$ cat src/rtl/decode_pkg.sv
// Shared decode definitions: aluop encodings, instruction field layout
// and the combinational field decoder used by the decode stage.
package decode_pkg;

    localparam int XLEN_DEFAULT = 32;
    localparam int PRED_BIT     = 23;
    localparam int UIMM_W       = 21;
    localparam int LIMM_W       = 11;

    typedef enum logic [3:0] {
        ALU_ADD  = 4'd0,
        ALU_SUB  = 4'd1,
        ALU_AND  = 4'd2,
        ALU_OR   = 4'd3,
        ALU_XOR  = 4'd4,
        ALU_SLL  = 4'd5,
        ALU_SRL  = 4'd6,
        ALU_SRA  = 4'd7,
        ALU_SLT  = 4'd8,
        ALU_SLTU = 4'd9
    } aluop_e;

    typedef enum logic [1:0] {
        K_ALU = 2'd0,
        K_MEM = 2'd1,
        K_LUI = 2'd2,
        K_JMP = 2'd3
    } kind_e;

    typedef struct packed {
        kind_e              kind;
        logic               use_imm;
        logic               mem_write;
        logic [3:0]         aluop;
        logic [3:0]         rd;
        logic [3:0]         rp;
        logic [3:0]         ra;
        logic [3:0]         rb;
        logic [3:0]         rm;
        logic [UIMM_W-1:0]  uimm;
        logic [LIMM_W-1:0]  limm;
    } dec_t;

    // Unused source fields decode to r0 so they can never raise a hazard.
    function automatic dec_t decode(input logic [31:0] i);
        dec_t d;
        d         = '0;
        d.kind    = kind_e'(i[22:21]);
        d.rp      = i[31:28];
        d.rd      = i[27:24];
        d.use_imm = i[20];
        d.uimm    = i[UIMM_W-1:0];
        d.limm    = i[LIMM_W-1:0];
        d.aluop   = ALU_ADD;
        unique case (d.kind)
            K_ALU: begin
                d.ra    = i[19:16];
                d.rb    = i[20] ? 4'd0 : i[11:8];
                d.aluop = i[15:12];
            end
            K_MEM: begin
                d.ra        = i[19:16];
                d.rm        = i[20] ? i[15:12] : 4'd0;
                d.mem_write = i[20];
                d.rd        = i[20] ? 4'd0 : i[27:24];
            end
            default: ;
        endcase
        return d;
    endfunction

endpackage

$ cat src/rtl/scoreboard.sv
// Per-register pending-write counters with one issue port, one retire
// port, NQ busy queries and a saturation flag for the destination.
module scoreboard #(
    parameter int NREG = 16,
    parameter int SBW  = 2,
    parameter int NQ   = 4,
    parameter int AW   = $clog2(NREG)
) (
    input  logic           clk,
    input  logic           rst,
    input  logic           iss_valid,
    input  logic [AW-1:0]  iss_addr,
    input  logic           ret_valid,
    input  logic [AW-1:0]  ret_addr,
    input  logic [NQ*AW-1:0] q_addr,
    output logic [NQ-1:0]  q_busy,
    input  logic [AW-1:0]  sat_addr,
    output logic           sat
);

    localparam logic [SBW-1:0] MAX = '1;

    logic [SBW-1:0] pend_q [NREG];
    logic [SBW-1:0] pend_d [NREG];
    logic [NREG-1:0] inc;
    logic [NREG-1:0] dec;

    // Same-cycle issue and retire to one register cancel out.
    always_comb begin
        inc = '0;
        dec = '0;
        for (int r = 0; r < NREG; r++) begin
            inc[r]    = iss_valid && (iss_addr == AW'(r));
            dec[r]    = ret_valid && (ret_addr == AW'(r));
            pend_d[r] = pend_q[r];
            if (r == 0)
                pend_d[r] = '0;
            else if (inc[r] && !dec[r])
                pend_d[r] = pend_q[r] + 1'b1;
            else if (dec[r] && !inc[r] && pend_q[r] != '0)
                pend_d[r] = pend_q[r] - 1'b1;
        end
    end

    always_comb begin
        q_busy = '0;
        for (int q = 0; q < NQ; q++)
            q_busy[q] = pend_q[q_addr[q*AW +: AW]] != '0;
        sat = pend_q[sat_addr] == MAX;
    end

    always_ff @(posedge clk or posedge rst) begin
        if (rst) begin
            for (int r = 0; r < NREG; r++)
                pend_q[r] <= '0;
        end else begin
            pend_q <= pend_d;
        end
    end

endmodule

$ cat src/rtl/stage_decode_sb.sv
// Decode stage with valid/ready handshakes, pending-write scoreboard
// and multi-channel operand forwarding.
module stage_decode_sb
    import decode_pkg::*;
#(
    parameter int XLEN = XLEN_DEFAULT,
    parameter int NREG = 16,
    parameter int NFWD = 2,
    parameter int SBW  = 2,
    parameter int AW   = $clog2(NREG)
) (
    input  logic               clk,
    input  logic               rst,
    input  logic               in_valid,
    output logic               in_ready,
    input  logic [XLEN-1:0]    in_pc,
    input  logic [31:0]        in_instr,
    output logic [AW-1:0]      rf_addr_p,
    output logic [AW-1:0]      rf_addr_a,
    output logic [AW-1:0]      rf_addr_b,
    output logic [AW-1:0]      rf_addr_m,
    input  logic [XLEN-1:0]    rf_data_p,
    input  logic [XLEN-1:0]    rf_data_a,
    input  logic [XLEN-1:0]    rf_data_b,
    input  logic [XLEN-1:0]    rf_data_m,
    input  logic [NFWD-1:0]    fwd_valid,
    input  logic [NFWD*AW-1:0] fwd_addr,
    input  logic [NFWD*XLEN-1:0] fwd_data,
    input  logic               wb_valid,
    input  logic [AW-1:0]      wb_addr,
    output logic               out_valid,
    input  logic               out_ready,
    output logic [XLEN-1:0]    pc,
    output logic [XLEN-1:0]    reg_a,
    output logic [XLEN-1:0]    reg_b,
    output logic [XLEN-1:0]    reg_m,
    output logic [AW-1:0]      dest,
    output logic [3:0]         aluop,
    output logic               mem,
    output logic               mem_write,
    output logic               jump,
    output logic               discard,
    output logic               stall
);

    dec_t            dec;
    logic [AW-1:0]   src_addr [4];
    logic [XLEN-1:0] src_rf   [4];
    logic [XLEN-1:0] src_val  [4];
    logic [3:0]      src_unres;
    logic [3:0]      src_busy;
    logic [4*AW-1:0] q_addr;
    logic [AW-1:0]   dest_c;
    logic            dest_sat;
    logic            pred, hazard, space, fire, issue;
    logic [XLEN-1:0] opa, opb, limm_x, uimm_x;

    logic            out_valid_q, out_valid_d, squash_q, squash_d;
    logic [XLEN-1:0] pc_q, pc_d, reg_a_q, reg_a_d;
    logic [XLEN-1:0] reg_b_q, reg_b_d, reg_m_q, reg_m_d;
    logic [AW-1:0]   dest_q, dest_d;
    logic [3:0]      aluop_q, aluop_d;
    logic            mem_q, mem_d, mem_write_q, mem_write_d;
    logic            jump_q, jump_d;

    assign dec         = decode(in_instr);
    assign dest_c      = AW'(dec.rd);
    assign src_addr[0] = AW'(dec.rp);
    assign src_addr[1] = AW'(dec.ra);
    assign src_addr[2] = AW'(dec.rb);
    assign src_addr[3] = AW'(dec.rm);
    assign src_rf[0]   = rf_data_p;
    assign src_rf[1]   = rf_data_a;
    assign src_rf[2]   = rf_data_b;
    assign src_rf[3]   = rf_data_m;
    assign rf_addr_p   = src_addr[0];
    assign rf_addr_a   = src_addr[1];
    assign rf_addr_b   = src_addr[2];
    assign rf_addr_m   = src_addr[3];
    assign q_addr      = {src_addr[3], src_addr[2], src_addr[1], src_addr[0]};

    scoreboard #(.NREG(NREG), .SBW(SBW), .NQ(4), .AW(AW)) u_sb (
        .clk      (clk),
        .rst      (rst),
        .iss_valid(issue && dest_c != '0),
        .iss_addr (dest_c),
        .ret_valid(wb_valid),
        .ret_addr (wb_addr),
        .q_addr   (q_addr),
        .q_busy   (src_busy),
        .sat_addr (dest_c),
        .sat      (dest_sat)
    );

    // Scan channels oldest-first so the youngest match overwrites last.
    always_comb begin
        src_unres = '0;
        for (int s = 0; s < 4; s++) begin
            src_val[s] = src_rf[s];
            if (src_busy[s]) begin
                src_unres[s] = 1'b1;
                for (int i = NFWD - 1; i >= 0; i--) begin
                    if (fwd_valid[i] && fwd_addr[i*AW +: AW] == src_addr[s]) begin
                        src_val[s]   = fwd_data[i*XLEN +: XLEN];
                        src_unres[s] = 1'b0;
                    end
                end
            end
        end
    end

    assign limm_x = {{(XLEN-LIMM_W){dec.limm[LIMM_W-1]}}, dec.limm};
    assign uimm_x = {{(XLEN-UIMM_W){dec.uimm[UIMM_W-1]}}, dec.uimm};

    always_comb begin
        opa = (dec.kind == K_JMP) ? in_pc : src_val[1];
        unique case (dec.kind)
            K_ALU:   opb = dec.use_imm ? limm_x : src_val[2];
            K_MEM:   opb = limm_x;
            K_LUI:   opb = XLEN'({dec.uimm, {LIMM_W{1'b0}}});
            default: opb = uimm_x << 2;
        endcase
    end

    assign pred     = (src_val[0] == '0) ^ in_instr[PRED_BIT];
    assign hazard   = (|src_unres) || (pred && dest_c != '0 && dest_sat);
    assign space    = !out_valid_q || out_ready;
    assign in_ready = space && (squash_q || !hazard);
    assign fire     = in_valid && in_ready;
    assign issue    = fire && !squash_q && pred;
    assign discard  = issue && dec.kind == K_JMP;
    assign stall    = in_valid && space && !squash_q && hazard;

    always_comb begin
        out_valid_d = issue ? 1'b1 : (out_ready ? 1'b0 : out_valid_q);
        squash_d    = fire ? discard : squash_q;
        pc_d        = pc_q;
        reg_a_d     = reg_a_q;
        reg_b_d     = reg_b_q;
        reg_m_d     = reg_m_q;
        dest_d      = dest_q;
        aluop_d     = aluop_q;
        mem_d       = mem_q;
        mem_write_d = mem_write_q;
        jump_d      = jump_q;
        if (issue) begin
            pc_d        = in_pc;
            reg_a_d     = opa;
            reg_b_d     = opb;
            reg_m_d     = src_val[3];
            dest_d      = dest_c;
            aluop_d     = dec.aluop;
            mem_d       = dec.kind == K_MEM;
            mem_write_d = dec.mem_write;
            jump_d      = dec.kind == K_JMP;
        end
    end

    always_ff @(posedge clk or posedge rst) begin
        if (rst) begin
            out_valid_q <= 1'b0;
            squash_q    <= 1'b0;
            pc_q        <= '0;
            reg_a_q     <= '0;
            reg_b_q     <= '0;
            reg_m_q     <= '0;
            dest_q      <= '0;
            aluop_q     <= '0;
            mem_q       <= 1'b0;
            mem_write_q <= 1'b0;
            jump_q      <= 1'b0;
        end else begin
            out_valid_q <= out_valid_d;
            squash_q    <= squash_d;
            pc_q        <= pc_d;
            reg_a_q     <= reg_a_d;
            reg_b_q     <= reg_b_d;
            reg_m_q     <= reg_m_d;
            dest_q      <= dest_d;
            aluop_q     <= aluop_d;
            mem_q       <= mem_d;
            mem_write_q <= mem_write_d;
            jump_q      <= jump_d;
        end
    end

    assign out_valid = out_valid_q;
    assign pc        = pc_q;
    assign reg_a     = reg_a_q;
    assign reg_b     = reg_b_q;
    assign reg_m     = reg_m_q;
    assign dest      = dest_q;
    assign aluop     = aluop_q;
    assign mem       = mem_q;
    assign mem_write = mem_write_q;
    assign jump      = jump_q;

endmodule

$ cat config.mk
export PLATFORM = sky130hd
export DESIGN_NAME = stage_decode_sb
export DESIGN_NICKNAME = d
export VERILOG_FILES = /design/src/rtl/decode_pkg.sv /design/src/rtl/scoreboard.sv /design/src/rtl/stage_decode_sb.sv
export SDC_FILE = /design/constraint.sdc
export NUM_CORES = 1
export LEC_CHECK = 0
export BUFFER_PORTS_ARGS = -buffer_cell sky130_fd_sc_hd__buf_4
export CAP_MARGIN = 10
export CORE_AREA = 2 2 169 171
export CTS_CLUSTER_SIZE = 16
export DETAILED_ROUTE_END_ITERATION = 10
export DIE_AREA = 0 0 171 173
export PLACE_DENSITY = 0.85
export SLEW_MARGIN = 25
export SYNTH_ARGS = -nofsm -noshare
export SYNTH_HDL_FRONTEND = slang
export SYNTH_SLANG_ARGS = --single-unit
$ cat constraint.sdc
create_clock -name clk -period 6.04 [get_ports clk]
set_input_delay 1.208 -clock clk [delete_from_list [all_inputs] [get_ports clk]]
set_output_delay 1.208 -clock clk [all_outputs]
set_load 0.1 [all_outputs]
==> results_dict.tcl <==
set metrics [dict create \
    worst_pin_slew_ns 1.01 \
    leakage_uw 0.00731 \
    synth_common_cells "nand2_1 (316), dfrtp_1 (171), nor2_1 (153)" \
    htreeDepth 4 \
    final.min_clock_period_ns 5.39 \
    hold_path_class "reg2reg" \
    synthCells 1532 \
    final_util_pct 57.6 \
    cts_setup_buffers 0 \
    path_cells "buf_4, nor4b_2, buf_4, mux4_2, and3_1, a31oi_1, and2_1, buf_4, a211oi_1, a21oi_1, nor2b_2, buf_4" \
    synth_most_common_cell "nand2_1" \
    rsz0062_at_grt "no" \
    crit_arrival_ns 4.18 \
    grt_first_pass_wirelength_um 82700 \
    synth-seq-area-share_pct 36.0 \
    fin_nets 2150 \
    ys_warn_count 0 \
    cts_buffer_depth 2 \
    setup_violations 0 \
    max_slew_margin_pct 32.4 \
    hold_viol_final 0 \
    tritoncts "done" \
    fin_skew_ns 0.0178 \
    ir_worst_vdd_v 0.000382 \
    clkSinkCount 171 \
    initial_utilization_pct 43.0 \
    grt.total_usage_pct 36.9 \
    wl_per_cell_um 24.9 \
    gp_congestion 0.998 \
    die_h_um 173 \
    firstDrtPassIters 8 \
    clock_latency_ns 0.45 \
    critical_path.most_common_cell "buf_4" \
    syn_nets 1807 \
    grt_pass1_vias 13300 \
    vias_per_cell 6.31 \
    clkTransAtPathRegs_ns 0.07 \
    synth_top_area_cell "dfrtp_1" \
    grt_max_degree 118 \
    multi_input_area_mm2 0.00693 \
    drt_iter0_markers 2273 \
    vias 14300 \
    avgSynthCellArea_um2 7.75 \
    criticalPathCategory "in2out" \
    synth_area_leaders "dfrtp_1 (36%), nand2_1 (10%), a21oi_1 (4.9%), nor2_1 (4.8%), o21ai_0 (4.5%)" \
    netlist.area_leader.share_pct 36.0 \
    routed_wirelength_um 56400 \
    io_buffers 433 \
    max_freq_ghz 0.186 \
    crit_buf_inv 4 \
    slowest_delay_ns 0.50 \
    io_pins 434 \
    drive_gt1_share_pct 28.3 \
    rows 61 \
    end_kind "output pin" \
    synth_area_mm2 0.0119 \
    ctsRootBufferMaster "clkbuf_16" \
    syn_to_final_growth_pct 34.1 \
    cp_top_family "buffers and inverters" \
    powerDensity_mw_per_mm2 521 \
    crit_slowest_cell "mux4_2" \
    synth_cell_types 74 \
    die_area_mm2 0.0296 \
    antenna_found_initial 2 \
    fillCellCount 2589 \
    ys_ff_latch 171 \
    cts_buffers 17 \
    critPathMaxFanout 33 \
    die_x_um 171 \
    maxSlewViolCount 0 \
    detail-route-antenna-nets 0 \
    synthArstFlopShare_pct 100 \
    drc 0 \
    core_area_mm2 0.0276 \
    cp-start-kind "input pin" \
    hpwl_um 42900 \
    cts_resized 0 \
    total_power_uw 8300 \
    ctsHoldBuffers 0 \
    synth_edf_count 0 \
    regArea_mm2 0.00428 \
    maxCapViolCount 0 \
    overflow 0 \
    cp.required_ns 4.83 \
    fin_crit_sh_pct 89.2 \
    ys.flop_type "dfrtp_1" \
    status "finished clean" \
]
## cell usage in the layout (no fill, tap or decap), drive strengths merged, types with 31 or more instances in the layout
master and instances:
dfrtp 171, inv 37, nor4 42, nor2 153, a311oi 34, o21ai 107
a21oi 117, nor3 31, mux2i 48, buf 462, nand2 316
## report_power, final
part | internal, µW | switching (µW)
clock | 637 | 572
combinational | 1010 | 4150
sequential | 1600 | 325
## worst register-to-register path, cell delays in order, from the launching register on
cell and delay [ns]:
dfrtp_1 0.45, nor2_1 0.44, a211oi_1 0.14, or4b_2 0.67
and3_1 0.21, nor3b_1 0.17, a2111o_1 0.43, buf_4 0.25
or4_4 0.60, and4b_1 0.19, or4_1 0.52
## logic make-up after synthesis
kind of cell              Yosys count  synth area share, %
and+or+nand+nor                   679                 26.7
AOI/OAI and AO/OA                 422                 23.2
DFF                               171                 36.0
buffers and inverters             168                 5.97
muxes                              56                 5.47
xor gates and xnor gates           36                 2.66
## state kept, by name (all words and copies together), names as in the netlist
name,cells
mem_write,1
pc,32
reg_b,32
aluop,4
mem,1
squash_q,1
u_sb.pend_q,30
out_valid,1
reg_a,32
reg_m,32
jump,1
dest,4
## path summary, 6_finish.rpt
check | cells past startpoint | slack, ns | start | to
max | 12 | 0.65 | in_instr[20] | stall
min in group asynchronous | 2 | 0.97 | rst | reg_b[5]$_DFFE_PP0P_
max in group asynchronous | 3 | 3.91 | rst | reg_a[17]$_DFFE_PP0P_
min | 2 | 0.48 | pc[1]$_DFFE_PP0P_ | pc[1]$_DFFE_PP0P_
max reg2reg | 10 | 1.85 | u_sb.pend_q[8]$_DFFE_PP0P_ | u_sb.pend_q[26]$_DFFE_PP0P_
min reg2reg | 2 | 0.48 | pc[1]$_DFFE_PP0P_ | pc[1]$_DFFE_PP0P_
## final cells by class
class                           count  share of cell area, %
Antenna cell                        2                 0.0314
Clock buffer                       17                   2.67
Clock inverter                     15                   1.27
Inverter                           30                  0.739
Multi-Input combinational cell   1193                   43.5
Sequential cell                   171                   26.9
Tap cell                          378                   2.97
Timing Repair Buffer              462                   21.9
## metal layers
layer / GRT usage (%) / wire, µm / vias up
met1: 48.5 / 21200 / 6813
li1: - / - / 6167
met3: 9.34 / 6620 / 227
met5: 0 / 0 / -
met4: 18.8 / 3350 / 0
met2: 56.3 / 25200 / 1104
## through the flow
| stage | instances | area (µm²) | hold slack (ns) | worst slack, ns | TNS (ns) |
|---|---|---|---|---|---|
| after floorplan | 1532 | 11900 | 0.466 | -0.0536 | -0.0536 |
| after global placement | 2234 | 15300 | 0.459 | 0.733 | 0 |
| after detailed placement | 2234 | 15300 | 0.462 | 0.682 | 0 |
| after CTS | 2266 | 15900 | 0.479 | 0.678 | 0 |
| after global routing | 2267 | 15900 | 0.504 | 0.534 | 0 |
| final | 2268 | 15900 | 0.479 | 0.652 | 0 |
Power figures use the tool's default switching activity.
